<file path="src/rtl/ex_pkg.sv">
// Shared definitions for the execute stage: ALU opcodes, forwarding-select
// encoding and the iterative-multiplier state encoding.
// The multiplier is present only when EX_MUL_EN is defined.
package ex_pkg;

    localparam logic [2:0] ALU_ADD = 3'b000;
    localparam logic [2:0] ALU_SUB = 3'b001;
    localparam logic [2:0] ALU_AND = 3'b010;
    localparam logic [2:0] ALU_OR  = 3'b011;
    localparam logic [2:0] ALU_SLT = 3'b100;
    localparam logic [2:0] ALU_NOR = 3'b101;
    localparam logic [2:0] ALU_XOR = 3'b110;
    localparam logic [2:0] ALU_MUL = 3'b111;

    localparam logic [1:0] FWD_REG   = 2'd0;
    localparam logic [1:0] FWD_WB    = 2'd1;
    localparam logic [1:0] FWD_EXMEM = 2'd2;

    typedef enum logic [1:0] {
        MUL_IDLE = 2'd0,
        MUL_RUN  = 2'd1,
        MUL_DONE = 2'd2
    } mul_state_t;

endpackage

</file>
<file path="src/rtl/ex_iter_mul.sv">
// Iterative shift-add multiplier, one multiplier bit per cycle, low DATA_W
// bits of the product. start is accepted only in IDLE; busy is high while
// iterating; done is high for the single cycle the product is valid.
// Built only when EX_MUL_EN is defined.
`ifdef EX_MUL_EN
module ex_iter_mul
    import ex_pkg::*;
#(
    parameter int DATA_W     = 32,
    parameter int MUL_CYCLES = 32
) (
    input  logic              clk,
    input  logic              rstn,
    input  logic              start,
    input  logic [DATA_W-1:0] a,
    input  logic [DATA_W-1:0] b,
    output logic              idle,
    output logic              busy,
    output logic              done,
    output logic [DATA_W-1:0] product
);

    localparam int CNT_W = $clog2(MUL_CYCLES + 1);

    mul_state_t        state, state_nxt;
    logic [CNT_W-1:0]  cnt;
    logic [DATA_W-1:0] acc;
    logic [DATA_W-1:0] mcand;
    logic [DATA_W-1:0] mplier;

    // FSM state register; reset wins over an iteration in flight
    always_ff @(posedge clk) begin
        if (!rstn) state <= MUL_IDLE;
        else       state <= state_nxt;
    end

    // FSM next-state: IDLE -> RUN on start, RUN -> DONE on last bit, DONE -> IDLE
    always_comb begin
        state_nxt = state;
        case (state)
            MUL_IDLE: if (start) state_nxt = MUL_RUN;
            MUL_RUN:  if (cnt == CNT_W'(1)) state_nxt = MUL_DONE;
            MUL_DONE: state_nxt = MUL_IDLE;
            default:  state_nxt = MUL_IDLE;
        endcase
    end

    // shift-add datapath: load operands on start, one partial product per RUN cycle
    always_ff @(posedge clk) begin
        if (state == MUL_IDLE && start) begin
            acc    <= '0;
            mcand  <= a;
            mplier <= b;
            cnt    <= CNT_W'(MUL_CYCLES);
        end else if (state == MUL_RUN) begin
            if (mplier[0]) acc <= acc + mcand;
            mcand  <= mcand << 1;
            mplier <= mplier >> 1;
            cnt    <= cnt - CNT_W'(1);
        end
    end

    assign idle    = (state == MUL_IDLE);
    assign busy    = (state == MUL_RUN);
    assign done    = (state == MUL_DONE);
    assign product = acc;

endmodule
`endif

</file>
<file path="src/rtl/ex_stage.sv">
// Execute stage: operand forwarding from EX/MEM and MEM/WB, ALU, destination
// select, branch resolution and the registered EX/MEM bundle.
// Define EX_MUL_EN to build the iterative multiplier for alu_op 111, which
// raises ex_busy to freeze the front end; otherwise alu_op 111 is an add.
module ex_stage
    import ex_pkg::*;
#(
    parameter int DATA_W     = 32,
    parameter int REG_ADDR_W = 5,
    parameter int MUL_CYCLES = 32
) (
    input  logic                  clk,
    input  logic                  rstn,
    input  logic                  reg_dst,
    input  logic                  alu_src,
    input  logic                  mem_to_reg,
    input  logic                  reg_w,
    input  logic                  mem_r,
    input  logic                  mem_w,
    input  logic                  branch,
    input  logic [2:0]            alu_op,
    input  logic                  bubble,
    input  logic [DATA_W-1:0]     pc_next,
    input  logic [DATA_W-1:0]     ra_data,
    input  logic [DATA_W-1:0]     rb_data,
    input  logic [DATA_W-1:0]     imme_32,
    input  logic [REG_ADDR_W-1:0] rs,
    input  logic [REG_ADDR_W-1:0] rt,
    input  logic [REG_ADDR_W-1:0] rd_for_rtype,
    input  logic                  wb_reg_w,
    input  logic [REG_ADDR_W-1:0] wb_rd,
    input  logic [DATA_W-1:0]     wb_data,
    output logic                  ex_busy,
    output logic                  exmem_reg_w,
    output logic                  exmem_mem_to_reg,
    output logic                  exmem_mem_r,
    output logic                  exmem_mem_w,
    output logic [DATA_W-1:0]     exmem_alu_out,
    output logic [DATA_W-1:0]     exmem_store_data,
    output logic [REG_ADDR_W-1:0] exmem_rd,
    output logic                  branch_taken,
    output logic [DATA_W-1:0]     branch_target
);

    // The multiplier retires one bit per cycle, so its iteration count is tied to the width.
    if (MUL_CYCLES != DATA_W) begin : g_cfg_check
        $error("ex_stage: MUL_CYCLES must equal DATA_W");
    end

    logic [1:0]               sel_a_p0, sel_b_p0;
    logic signed [DATA_W-1:0] fwd_a_p0, fwd_b_p0, alu_b_p0;
    logic [DATA_W-1:0]        alu_out_p0, target_p0;
    logic [REG_ADDR_W-1:0]    dest_p0;
    logic                     taken_p0;
    logic                     vld_p0;

    // EX/MEM has priority over MEM/WB; register 0 is never forwarded.
    function automatic logic [1:0] fwd_sel(
        input logic [REG_ADDR_W-1:0] src,
        input logic                  mem_we,
        input logic [REG_ADDR_W-1:0] mem_dst,
        input logic                  wb_we,
        input logic [REG_ADDR_W-1:0] wb_dst
    );
        if (mem_we && mem_dst != '0 && mem_dst == src) return FWD_EXMEM;
        if (wb_we && wb_dst != '0 && wb_dst == src)    return FWD_WB;
        return FWD_REG;
    endfunction

    // Wrap-around ALU. ALU_MUL falls back to add: without the multiplier that
    // is the defined behaviour, with it the iterative unit supplies the result.
    function automatic logic [DATA_W-1:0] alu_fn(
        input logic [2:0]               op,
        input logic signed [DATA_W-1:0] a,
        input logic signed [DATA_W-1:0] b
    );
        logic [DATA_W-1:0] r;
        case (op)
            ALU_SUB: r = a - b;
            ALU_AND: r = a & b;
            ALU_OR:  r = a | b;
            ALU_SLT: r = {{(DATA_W-1){1'b0}}, (a < b)};
            ALU_NOR: r = ~(a | b);
            ALU_XOR: r = a ^ b;
            default: r = a + b;
        endcase
        return r;
    endfunction

    // operand forwarding muxes for A (rs) and B (rt)
    always_comb begin
        sel_a_p0 = fwd_sel(rs, exmem_reg_w, exmem_rd, wb_reg_w, wb_rd);
        sel_b_p0 = fwd_sel(rt, exmem_reg_w, exmem_rd, wb_reg_w, wb_rd);
        case (sel_a_p0)
            FWD_EXMEM: fwd_a_p0 = exmem_alu_out;
            FWD_WB:    fwd_a_p0 = wb_data;
            default:   fwd_a_p0 = ra_data;
        endcase
        case (sel_b_p0)
            FWD_EXMEM: fwd_b_p0 = exmem_alu_out;
            FWD_WB:    fwd_b_p0 = wb_data;
            default:   fwd_b_p0 = rb_data;
        endcase
    end

    assign alu_b_p0   = alu_src ? imme_32 : fwd_b_p0;
    assign alu_out_p0 = alu_fn(alu_op, fwd_a_p0, alu_b_p0);
    assign dest_p0    = reg_dst ? rd_for_rtype : rt;
    // A - B == 0 under wrap-around is plain equality
    assign taken_p0   = branch & (fwd_a_p0 == alu_b_p0);
    assign target_p0  = pc_next + (imme_32 << 2);
    assign vld_p0     = !bubble && !ex_busy;

`ifdef EX_MUL_EN
    logic                  mul_start, mul_idle, mul_busy, mul_done;
    logic [DATA_W-1:0]     mul_product;
    logic                  mul_reg_w, mul_mem_to_reg, mul_mem_r, mul_mem_w;
    logic [REG_ADDR_W-1:0] mul_rd;

    assign mul_start = (alu_op == ALU_MUL) && !bubble;
    // busy from the cycle the op is presented until the last iteration
    assign ex_busy   = mul_busy | (mul_idle & mul_start);

    ex_iter_mul #(
        .DATA_W     (DATA_W),
        .MUL_CYCLES (MUL_CYCLES)
    ) u_mul (
        .clk     (clk),
        .rstn    (rstn),
        .start   (mul_start),
        .a       (fwd_a_p0),
        .b       (alu_b_p0),
        .idle    (mul_idle),
        .busy    (mul_busy),
        .done    (mul_done),
        .product (mul_product)
    );

    // capture the multiply's destination and control for retirement in DONE
    always_ff @(posedge clk) begin
        if (!rstn) begin
            mul_reg_w      <= 1'b0;
            mul_mem_to_reg <= 1'b0;
            mul_mem_r      <= 1'b0;
            mul_mem_w      <= 1'b0;
            mul_rd         <= '0;
        end else if (mul_idle && mul_start) begin
            mul_reg_w      <= reg_w;
            mul_mem_to_reg <= mem_to_reg;
            mul_mem_r      <= mem_r;
            mul_mem_w      <= mem_w;
            mul_rd         <= dest_p0;
        end
    end
`else
    assign ex_busy = 1'b0;
`endif

    // ---- EX -> MEM stage boundary ----
    // EX/MEM register: reset, multiply retirement, NOP on bubble/busy, or the EX result
    always_ff @(posedge clk) begin
        if (!rstn) begin
            exmem_reg_w      <= 1'b0;
            exmem_mem_to_reg <= 1'b0;
            exmem_mem_r      <= 1'b0;
            exmem_mem_w      <= 1'b0;
            exmem_alu_out    <= '0;
            exmem_store_data <= '0;
            exmem_rd         <= '0;
            branch_taken     <= 1'b0;
            branch_target    <= '0;
        end
`ifdef EX_MUL_EN
        else if (mul_done) begin
            exmem_reg_w      <= mul_reg_w;
            exmem_mem_to_reg <= mul_mem_to_reg;
            exmem_mem_r      <= mul_mem_r;
            exmem_mem_w      <= mul_mem_w;
            exmem_alu_out    <= mul_product;
            exmem_store_data <= '0;
            exmem_rd         <= mul_rd;
            branch_taken     <= 1'b0;
            branch_target    <= '0;
        end
`endif
        else if (!vld_p0) begin
            exmem_reg_w      <= 1'b0;
            exmem_mem_to_reg <= 1'b0;
            exmem_mem_r      <= 1'b0;
            exmem_mem_w      <= 1'b0;
            exmem_alu_out    <= '0;
            exmem_store_data <= '0;
            exmem_rd         <= '0;
            branch_taken     <= 1'b0;
            branch_target    <= '0;
        end else begin
            exmem_reg_w      <= reg_w;
            exmem_mem_to_reg <= mem_to_reg;
            exmem_mem_r      <= mem_r;
            exmem_mem_w      <= mem_w;
            exmem_alu_out    <= alu_out_p0;
            exmem_store_data <= fwd_b_p0;
            exmem_rd         <= dest_p0;
            branch_taken     <= taken_p0;
            branch_target    <= target_p0;
        end
    end

endmodule

</file>
<file path="config.mk">
export PLATFORM = sky130hd
export DESIGN_NAME = ex_stage
export DESIGN_NICKNAME = d
export VERILOG_FILES = /design/src/rtl/ex_pkg.sv /design/src/rtl/ex_iter_mul.sv /design/src/rtl/ex_stage.sv
export SDC_FILE = /design/constraint.sdc
export NUM_CORES = 1
export LEC_CHECK = 0
export BUFFER_PORTS_ARGS = -buffer_cell sky130_fd_sc_hd__buf_2
export CELL_PAD_IN_SITES_DETAIL_PLACEMENT = 1
export CELL_PAD_IN_SITES_GLOBAL_PLACEMENT = 2
export CORE_MARGIN = 1
export CORE_UTILIZATION = 28
export DETAILED_ROUTE_END_ITERATION = 16
export GPL_ROUTABILITY_DRIVEN = 0
export PLACE_DENSITY_LB_ADDON = 0.1
export SLEW_MARGIN = 5
export SYNTH_ARGS = -nofsm -noshare
export SYNTH_HDL_FRONTEND = slang
export SYNTH_HIERARCHICAL = 1
export SYNTH_SLANG_ARGS = --single-unit
</file>
<file path="constraint.sdc">
create_clock -name clk -period 5.9 [get_ports clk]
set_input_delay 1.18 -clock clk [delete_from_list [all_inputs] [get_ports clk]]
set_output_delay 1.18 -clock clk [all_outputs]
set_load 0.005 [all_outputs]
</file>
After elaboration in Yosys (flattened, before gate mapping)
Cells that the tools add are included.
{ "op_classes": {"n_eq_ne": 15, "add_sub_neg": 3, "mux": 19, "reduce_logical": 9, "bitwise": 6, "magnitude_cmp": 1} }
{ "ops": {"columns": ["op", "count"], "rows": [
  ["$pmux 32 s6", 1],
  ["$pmux 32 s2", 2],
  ["$add 32x32->32", 2],
  ["$and 32x32->32", 1],
  ["$eq 32x32->1", 1],
  ["$lt 32x32->1", 1],
  ["$mux 32", 1],
  ["$not 32->32", 1],
  ["$or 32x32->32", 1],
  ["$sub 32x32->32", 1],
  ["$xor 32x32->32", 1],
  ["$eq 5x5->1", 4],
  ["$mux 2", 8],
  ["$reduce_bool 5->1", 2],
  ["$eq 3x3->1 const B", 3],
  ["$eq 3x2->1 const B", 2],
  ["$logic_and 1x1->1", 6],
  ["$mux 1", 6],
  ["$mux 5", 1],
  ["$eq 2x1->1 const B", 2],
  ["$eq 2x2->1 const B", 2],
  ["$eq 3x1->1 const B", 1],
  ["$reduce_or 2->1", 1],
  ["$and 1x1->1", 1],
  ["$not 1->1", 1]
]} }
{ "totals": {"wordCells": 62, "regBits": 106, "output_inout_bits": 107} }

Logic depth before layout (Yosys ltp)
Gate-level depths: netlist (run 1).
{ "depth": {"ltp_word": 13, "mapped_depth": 24} }

Worst setup path after synthesis (run 1)
Ideal clock, no wire load.
{ "synth_path": {"path_kind": "input to register", "startpoint": "input port wb_rd[2]", "endpoint": "register exmem_alu_out[30]", "t_arrival_ps": 5958, "path_stages": 21, "required_time_ps": 5822, "path_buffers": 2, "setup_time_ps": 78, "setup_slack_ps": -135, "cell_sequence": "xor2_1 or4b_1 nor2_1 buf_1 buf_1 mux2i_1 o21a_1 inv_1 ha_1 fa_1 a21o_1 a21oi_1 nor2_1 nor3_1 and3_1 o41a_1 a31o_1 o41ai_1 or3_1 mux2_1 nor3_1"} }
{ "synth_via": {"elab_chain_len": 13, "word_cells_on_any_way": 30, "classes_between": "2 x add/sub; 6 x eq/ne; 14 x mux; 4 x bitwise; 4 x reduce/logical"} }
{ "synth_rtl": {"columns": ["item", "line_no", "text"], "rows": [
  ["from (decl)", "ex_stage.sv:31", "input logic [REG_ADDR_W-1:0] wb_rd,"],
  ["parallel branches: the longest is 12 deep, another holds $add 32x32->32", null, null],
  ["$pmux 32 s6 (*)", "ex_stage.sv:78", "case (op)"],
  ["to (signal assigned)", "ex_stage.sv:201", "exmem_alu_out <= alu_out_p0;"],
  ["to (decl)", "ex_stage.sv:38", "output logic [DATA_W-1:0] exmem_alu_out,"]
]} }
Every way passes the cells marked *. The select of a mux whose other input is x is not followed.
A chain may end at the register's enable or synchronous reset.

Final worst setup path (run 1)
{ "layout_path": {"startpoint": "input port wb_rd[1]", "endpoint": "register exmem_alu_out[30]"} }
The elaborated chain is that of the path after synthesis.

==> results of run 1 <==
[cell usage after synthesis, drive strengths merged, types with 4 or more instances]
library cell  instances
mux2                 26
a41oi                 4
o31ai                 9
o221ai                5
and2                 14
a31oi                15
mux2i                69
ha                  120
o22ai                16
a221oi               24
xnor2                63
inv                 106
xor2                 16
dfxtp               106
o211ai               10
nand2b               17
a21o                 34
a211oi               19
or3                   9
nor4                  6
nand4                13
a311oi                4
nor2                178
clkbuf               85
or4                   4
nor3                 32
nand2               127
and3                 11
o21bai               26
a221o                 7
a21oi               129
nand3                35
nor2b                20
or2                   8
o21ai               102
buf                  11
o21a                 41
a21boi                5
a222oi               12
[cell usage in the layout (no fill, tap or decap), drive strengths merged, types with 5 or more instances in the layout]
master    n
buf     440
nor2    178
a21oi   129
nand2   127
ha      120
inv     107
dfxtp   106
o21ai   102
mux2i    69
xnor2    63
o21a     41
nand3    35
a21o     34
nor3     32
o21bai   26
mux2     26
a221oi   24
nor2b    20
a211oi   19
nand2b   17
xor2     16
o22ai    16
a31oi    15
and2     14
nand4    13
a222oi   12
clkbuf   12
and3     11
o211ai   10
or3       9
o31ai     9
or2       8
a221o     7
nor4      6
diode     5
o221ai    5
a21boi    5
[area by class of cell]
type                       instances  area, µm²
fill                            5130      26200
multi-input combinational       1277       8940
timing repair buffer             440       2610
sequential                       106       2120
tap                              532        666
inverter                         108        405
clock buffer                      12        256
clock inverter                     4       35.0
antenna                            5       12.5
[power groups by stage]
stage,logic [W],registers [W],clock network [W]
3_3_place_gp,0.00138,0.000807,0
2_1_floorplan,0.000821,0.000802,0
4_1_cts,0.00140,0.000791,0.000688
3_5_place_dp,0.00139,0.000808,0
5_1_grt,0.00153,0.000796,0.000706
6_report,0.00140,0.000791,0.000657
[what timing repair did]
action | CTS | global route
endpoints found under the setup margin | 0 | 1
buffers inserted | 0 | 5
resized for setup | 0 | 0
[logic make-up after synthesis]
kind of cell             share of synthesized area (%)
AND/OR/NAND/NOR                                   19.2
AO/OA/AOI/OAI                                     28.9
multiplexers                                      8.34
buffers and inverters                             6.54
other                                           0.0318
flip-flops                                        18.0
XOR/XNOR                                          5.87
adder cells (fa/ha/maj)                           13.1
[stage by stage]
step                power [W]  TNS, ns  instance area (µm²)
finish                0.00285        0                15000
global placement      0.00219  -0.0295                14700
CTS                   0.00288        0                15000
global route          0.00304        0                15000
detailed placement    0.00220   -0.148                14700
floorplan             0.00162        0                11800
[layer usage]
metal | track usage, % | wire [µm]
met3 | 3.41 | 2260
met2 | 42.5 | 25700
met5 | 0 | 16
met4 | 9.06 | 1430
met1 | 35.2 | 26700
[critical path: stages]
cell,delay [ns]
buf_2,0.12
or4_4,0.57
o211ai_2,0.24
nor2_4,0.08
buf_12,0.15
mux2i_1,0.16
nor2_1,0.06
a21oi_1,0.24
o21a_1,0.28
ha_1,0.34
buf_4,0.17
nor4_1,0.37
o21a_1,0.22
nor2_1,0.05
o41a_1,0.33
a31o_1,0.28
o41ai_1,0.36
or3_1,0.17
mux2_1,0.32
nor3_1,0.19
[how the worst max path moves through the flow]
| stage | cells past startpoint | start | to |
|---|---|---|---|
| floorplan | 21 | wb_rd[2] | exmem_alu_out[30] |
| global placement | 20 | rt[2] | exmem_alu_out[29] |
| detailed placement | 23 | rt[2] | exmem_alu_out[31] |
| CTS | 23 | rt[2] | exmem_alu_out[31] |
| global route | 20 | wb_rd[2] | exmem_alu_out[26] |
| finish | 20 | wb_rd[1] | exmem_alu_out[30] |
==> flow_metrics.py, run 1 <==
metrics = {
    "clock_network": {
        "clkSlewWorstSetupHoldPaths_ns": 0.09,
        "clockRootBuffer": "clkbuf_16",
        "cts_sinks": 106,
        "numCtsBuffers": 9,
        "cts_tree": "done",
        "htreeDepth": 3,
        "ctsHoldBuffers": 0,
        "clockBufferDepth": 2,
        "clock_latency_ns": 0.40,
    },
    "drt": {
        "vias": 13176,
        "drcViolationCount": 0,
        "detail_route.vias_per_cell": 5.30,
        "wl_mm": 56.2,
        "dr.pass1.iters": 5,
        "initialDrtViolationCount": 730,
        "final_antenna_net_count": 0,
        "avgRoutedWirePerCell_um": 22.6,
    },
    "place": {
        "dp_hpwl_mm": 46.3,
        "io_buffers": 299,
        "dp_cells": 2458,
        "pre_cts_slack_ns": -0.0941,
    },
    "timing": {
        "hold_violations": 0,
        "rsz0062_at_grt": "no",
        "clock_skew_ns": 0.0206,
        "tightestPinTransition_ns": 1.09,
        "layout_setup_ws_ns": 0.330,
        "setup_violations": 0,
        "hold_ws_ns": 0.561,
        "slew_violations": 0,
        "fin_crit_ns": 5.57,
        "slew-limit-headroom_pct": 26.9,
        "finalCritPeriodShare_pct": 94.4,
        "fmax_mhz": 180,
    },
    "power_and_ir_drop": {
        "p_int_w": 0.00167,
        "vdd_drop_max_mv": 0.108,
        "power_frac_seq_pct": 27.7,
        "p_clk_share_pct": 23.1,
        "p_comb_share_pct": 49.2,
        "p_switching_w": 0.00118,
        "p_per_area_nw_per_um2": 189,
        "swShare_pct": 41.4,
        "leakage_nw": 6.93,
    },
    "logic_synthesis": {
        "ys.flop_type": "dfxtp_1",
        "synth_seq_cells": 106,
        "synth_top_area_share_pct": 18.0,
        "synth_edf_count": 0,
        "post-synth-top-area-cell": "dfxtp_1",
        "syn_area_um2": 11800,
        "async_flop_share_pct": 0,
        "yosys_warnings": 6,
        "yosysSeqAreaShare_pct": 18.0,
        "synth_area_per_cell_um2": 7.43,
        "synth_fp_nets": 1903,
        "synth_cell_types": 89,
        "synthTopCellsByArea": "dfxtp_1, ha_1, mux2i_1, nor2_1, a21oi_1",
        "syn-instance-count": 1587,
    },
    "layout": {
        "synthToLayoutAreaGrowth_pct": 27.6,
        "final_util_pct": 36.5,
        "nNetsFinal": 2258,
        "top_regs": "branch_target x32, exmem_alu_out x32, exmem_store_data x32",
        "final_cell_count_no_fill": 2484,
        "drive_gt1_share_pct": 27.3,
    },
    "die": {
        "dieArea_um2": 42900,
        "initial_utilization_pct": 28.6,
        "io_pins": 301,
        "fp.dieW_um": 207,
        "row_count": 74,
        "fp.coreArea_um2": 41200,
        "chipHeight_um": 207,
    },
    "worst_hold_path": {
        "hold_path_class": "reg2reg",
        "hold_depth": 2,
        "hp-start": "exmem_alu_out[29]",
        "min_to": "exmem_store_data[29]",
    },
    "grt": {
        "grt_max_degree": 64,
        "antenna_found_initial": 4,
        "first_global_vias": 13645,
        "grt_usage_pct": 26.1,
        "overflow": 0,
        "grt_pass1_wl_mm": 85.4,
    },
    "critical_path": {
        "worst-setup-path-type": "in2reg",
        "r2r_cells": 17,
        "timing.rr.start": "exmem_rd[3]",
        "r2r-end": "exmem_alu_out[30]",
        "cp_max_fo": 10,
        "r2r_setup_slack_ns": 0.94,
        "cp-start-kind": "input pin",
        "worstPathArrival_ns": 5.89,
        "critPathRequiredTime_ns": 6.22,
        "end_kind": "flip-flop",
    },
    "flow_run": {
        "max-cap-violations": 0,
    },
    "outcome": {
        "status": "finished clean",
    },
}
Power figures use the tool's default switching activity.
==> inputs of run 2 (changes only) <==
Settings changed: GPL_TIMING_DRIVEN from default to 0.
==> flow_metrics.py, run 2 (synthesis results as in run 1) <==
metrics = {
    "power_and_ir_drop": {
        "leakage_nw": 6.61,
        "vdd_drop_max_mv": 0.115,
        "p_per_area_nw_per_um2": 195,
    },
    "clock_network": {
        "cts_tree": "done",
        "clock_latency_ns": 0.41,
        "clockRootBuffer": "clkbuf_16",
        "clockBufferDepth": 2,
        "numCtsBuffers": 9,
        "clkSlewWorstSetupHoldPaths_ns": 0.08,
        "htreeDepth": 3,
        "cts_sinks": 106,
    },
    "timing": {
        "clock_skew_ns": 0.0168,
        "tightestPinTransition_ns": 1.13,
        "hold_violations": 0,
        "slew-limit-headroom_pct": 24.6,
        "layout_setup_ws_ns": 0.0875,
        "fmax_mhz": 172,
        "finalCritPeriodShare_pct": 98.5,
        "slew_violations": 0,
        "fin_crit_ns": 5.81,
        "setup_violations": 0,
    },
    "critical_path": {
        "cp_max_fo": 10,
        "r2r-end": "exmem_alu_out[31]",
        "end_kind": "flip-flop",
        "worstPathArrival_ns": 6.13,
        "cp-start-kind": "input pin",
        "timing.rr.start": "exmem_rd[3]",
        "worst-setup-path-type": "in2reg",
        "critPathRequiredTime_ns": 6.22,
        "slowest_delay_ns": 0.58,
        "cp_num_buf_inv": 3,
        "startpoint": "wb_rd[1]",
        "crit_path_top_delay_cell": "or4_4",
        "r2r_setup_slack_ns": 0.49,
        "r2r_cells": 21,
        "path_cells": "buf_2 -> or4_4 -> o211ai_4 -> nor2_2 -> buf_6 -> mux2i_1 -> nor2_1 -> a21oi_1 -> o21a_2 -> ha_2 -> inv_2 -> a21oi_1 -> o21a_1 -> o21bai_2 -> nor3_2 -> and3_4 -> o41a_1 -> a31o_4 -> o41ai_2 -> or3_1 -> mux2_1 -> nor3_2",
        "cpLargestDelayFamily": "compound AO/OA/AOI/OAI gates",
    },
    "layout": {
        "drive_gt1_share_pct": 25.1,
        "top_regs": "branch_target x32, exmem_alu_out x32, exmem_store_data x32",
        "synthToLayoutAreaGrowth_pct": 26.2,
        "mostFrequentLayoutCells": "buf_2, nor2_1, nand2_1",
        "final_cell_area_um2": 14900,
        "final_util_pct": 36.1,
        "nNetsFinal": 2226,
        "final_common_cell": "buf_2",
    },
    "grt": {
        "grt_pass1_wl_mm": 92.1,
        "grt_usage_pct": 29.2,
        "grt_max_degree": 19,
        "antenna_found_initial": 6,
        "first_global_vias": 13653,
        "overflow": 0,
    },
    "worst_hold_path": {
        "hold_path_class": "reg2reg",
        "hold_depth": 2,
        "hp-start": "exmem_alu_out[30]",
        "min_to": "exmem_store_data[30]",
    },
    "drt": {
        "final_antenna_net_count": 0,
        "initialDrtViolationCount": 805,
        "dr.pass1.iters": 6,
        "detail_route.vias_per_cell": 5.53,
        "drcViolationCount": 0,
        "vias": 13563,
        "avgRoutedWirePerCell_um": 26.1,
        "wl_mm": 64.0,
    },
    "die": {
        "chipHeight_um": 207,
        "fp.dieW_um": 207,
        "row_count": 74,
        "dieArea_um2": 42900,
        "io_pins": 301,
        "fp.coreArea_um2": 41200,
        "initial_utilization_pct": 28.6,
    },
    "place": {
        "place_area_um2": 13900,
        "dp_hpwl_mm": 51.7,
        "io_buffers": 296,
        "pre_cts_slack_ns": -2.03,
    },
    "outcome": {
        "status": "finished clean",
    },
    "flow_run": {
        "max-cap-violations": 0,
    },
}
[run 2: cell types whose count changed in the layout (fill, tap and decap cells not counted), sizes merged]
cell,delta
clkbuf,+77
clkinv,-1
buf,-111
diode,+1
bufinv,+1
inv,+2
[run 2: area by class of cell]
class                   instances  area [µm²]
repair buffers                318        1650
diodes                          6        15.0
well taps                     532         666
multi-input cells            1277        9240
fillers                      5124       26300
plain buffers                  90         463
clock inverters                 6        71.3
flip-flops and latches        106        2120
inverters                     108         409
clock buffers                  10         239
[run 2: worst max path at each step]
| stage | end | slack [ns] | cells after the start |
|---|---|---|---|
| after floorplan | exmem_alu_out[30] | 0.05 | 21 |
| after global placement | exmem_alu_out[26] | -2.13 | 22 |
| after detailed placement | exmem_alu_out[26] | -2.03 | 22 |
| after CTS | exmem_alu_out[16] | 0.004 | 23 |
| after global routing | exmem_alu_out[31] | -0.01 | 21 |
| final | exmem_alu_out[30] | 0.09 | 22 |
[run 2: routing by layer]
metal | vias up | part of all wire, % | track usage (%)
met5 | - | 0.020 | 0
met2 | 452 | 46 | 48.3
met3 | 106 | 5.7 | 5.58
met4 | 2 | 3.4 | 11.8
met1 | 6690 | 44 | 37.3
li1 | 6313 | - | -
[run 2: worst min-delay path: cells and delay by family (launching register included)]
kind	cells	cell delay (ns)
flops	1	0.35
compound gates	1	0.09
simple gates	1	0.09
[run 2: what timing repair did]
item | 4_1_cts | 5_1_grt
hold buffers | 0 | 0
buffers inserted | 5 | 17
endpoints found under the setup margin | 29 | 19
pin swaps | 9 | 12
endpoints found under the hold margin | 0 | 0
gates resized for setup | 80 | 50
[run 2: power by group]
group / internal [W] / switching, W
Clock: 0.000347 / 0.000356
Sequential: 0.000760 / 0.0000297
Combinational: 0.000536 / 0.000864
Total: 0.00164 / 0.00125
[run 2: per-stage QoR]
step | power (W) | hold WS (ns) | setup TNS (ns) | std cells
6_report | 0.00289 | 0.565 | 0 | 2453
5_1_grt | 0.00305 | 0.608 | -0.0125 | 2449
4_1_cts | 0.00285 | 0.567 | 0 | 2434
3_5_place_dp | 0.00210 | 0.546 | -37.87 | 2415
3_3_place_gp | 0.00209 | 0.537 | -38.67 | 2415
2_1_floorplan | 0.00162 | 0.516 | 0 | 1587
==> inputs of run 3 (changes only) <==
Settings changed: CORE_ASPECT_RATIO from default to 0.6, GPL_TIMING_DRIVEN 0 to default.
==> flow_metrics.py, run 3 (synthesis results as in run 1) <==
metrics = {
    "outcome": {
        "status": "finished clean",
    },
    "die": {
        "row_count": 57,
        "fp.coreArea_um2": 40900,
        "fp.dieW_um": 267,
        "dieArea_um2": 42900,
        "initial_utilization_pct": 28.8,
        "chipHeight_um": 161,
        "io_pins": 301,
    },
    "layout": {
        "final_util_pct": 37.0,
        "final_common_cell": "buf_2",
        "final_cell_count_no_fill": 2514,
        "fillCellCount": 5181,
        "mostFrequentLayoutCells": "buf_2, nor2_1, buf_4",
        "synthToLayoutAreaGrowth_pct": 28.6,
        "nNetsFinal": 2265,
        "insertedDiodeCount": 0,
        "drive_gt1_share_pct": 27.7,
        "top_regs": "branch_target x32, exmem_alu_out x32, exmem_store_data x32",
    },
    "drt": {
        "wl_mm": 56.2,
        "vias": 13225,
        "initialDrtViolationCount": 878,
        "detail_route.vias_per_cell": 5.26,
        "drcViolationCount": 0,
        "dr.pass1.iters": 5,
        "final_antenna_net_count": 0,
        "avgRoutedWirePerCell_um": 22.4,
    },
    "critical_path": {
        "r2r-end": "exmem_alu_out[28]",
        "cp_max_fo": 10,
        "startpoint": "wb_rd[2]",
        "cp-start-kind": "input pin",
        "r2r_cells": 17,
        "end_kind": "flip-flop",
        "r2r_setup_slack_ns": 0.81,
        "timing.rr.start": "exmem_rd[2]",
        "worstPathArrival_ns": 6.02,
        "worst-setup-path-type": "in2reg",
        "critPathRequiredTime_ns": 6.21,
    },
    "worst_hold_path": {
        "hold_path_class": "reg2reg",
        "hold_depth": 2,
        "hp-start": "exmem_alu_out[7]",
        "min_to": "exmem_store_data[7]",
    },
    "clock_network": {
        "cts_sinks": 106,
        "cts_setup_buffers": 0,
        "cts_tree": "done",
        "clockRootBuffer": "clkbuf_16",
        "clkSlewWorstSetupHoldPaths_ns": 0.09,
        "numCtsBuffers": 9,
        "htreeDepth": 3,
        "clockBufferDepth": 2,
        "clock_latency_ns": 0.40,
    },
    "timing": {
        "clock_skew_ns": 0.0172,
        "layout_setup_ws_ns": 0.186,
        "hold_ws_ns": 0.569,
        "hold_violations": 0,
        "tightestPinTransition_ns": 0.819,
        "finalCritPeriodShare_pct": 96.8,
        "rsz0062_at_grt": "yes",
        "setup_violations": 0,
        "fin_crit_ns": 5.71,
        "slew_violations": 0,
        "fmax_mhz": 175,
        "slew-limit-headroom_pct": 45.4,
    },
    "power_and_ir_drop": {
        "p_per_area_nw_per_um2": 192,
        "p_clk_share_pct": 23.5,
        "power_frac_seq_pct": 27.1,
        "p_int_w": 0.00167,
        "leakage_nw": 6.99,
        "vdd_drop_max_mv": 0.110,
        "swShare_pct": 42.5,
        "p_comb_share_pct": 49.5,
        "p_switching_w": 0.00123,
    },
    "grt": {
        "antenna_found_initial": 0,
        "grt_usage_pct": 26.0,
        "first_global_vias": 13427,
        "grt_max_degree": 48,
        "grt_pass1_wl_mm": 84.4,
        "overflow": 0,
    },
    "flow_run": {
        "max-cap-violations": 0,
    },
    "place": {
        "dp_cells": 2498,
        "pre_cts_slack_ns": -0.286,
        "io_buffers": 299,
        "dp_hpwl_mm": 46.8,
    },
}
## run 3: repair_timing
item,4_1_cts,5_1_grt
gates resized for setup,0,4
hold buffers,0,0
endpoints found under the setup margin,0,5
## run 3: worst max-delay path, stage by stage
cell      delay [ns]
buf_2           0.12
xor2_1          0.18
or4b_1          0.61
nor2_4          0.30
buf_12          0.20
mux2i_1         0.18
o21ai_0         0.12
ha_1            0.34
buf_4           0.18
or3_1           0.42
or3_1           0.37
or4_1           0.41
nor2_1          0.21
o22ai_1         0.18
o21ai_2         0.38
a41oi_1         0.21
xnor2_1         0.17
a211oi_1        0.23
## run 3: cell type report
class / instances / area [µm²] / area share [%]
multi-input combinational: 1277 / 8940 / 59.0
tap: 560 / 701 / 4.62
clock inverter: 6 / 58.8 / 0.388
clock buffer: 10 / 239 / 1.58
timing repair buffer: 447 / 2680 / 17.7
inverter: 108 / 405 / 2.68
sequential: 106 / 2120 / 14.0
## run 3: through the flow
step	power [W]	area [µm²]	setup TNS, ns
final	0.00290	15200	0
after global routing	0.00307	15200	-0.0290
after CTS	0.00290	15100	0
after detailed placement	0.00221	14800	-0.781
after global placement	0.00219	14800	-0.365
after floorplan	0.00162	11800	0
## run 3: how the worst max path moves through the flow
stage,to,cells after the start
floorplan,exmem_alu_out[30],21
global placement,exmem_alu_out[28],18
detailed placement,exmem_alu_out[28],18
CTS,exmem_alu_out[28],18
global route,exmem_alu_out[28],18
finish,exmem_alu_out[28],18
## run 3: metal layers
layer	part of all wire, %	wire length [µm]	GRT usage (%)
met4	0.86	485	3.50
met2	42	23800	39.1
met1	52	29000	38.9
met3	5.2	2940	4.57
met5	0	0	0
## run 3: power by group through the flow
stage          Combinational (W)  Sequential, W  Clock (W)
3_5_place_dp             0.00141       0.000803          0
3_3_place_gp             0.00139       0.000802          0
4_1_cts                  0.00142       0.000786   0.000700
2_1_floorplan           0.000821       0.000802          0
6_report                 0.00144       0.000786   0.000681
5_1_grt                  0.00155       0.000790   0.000722
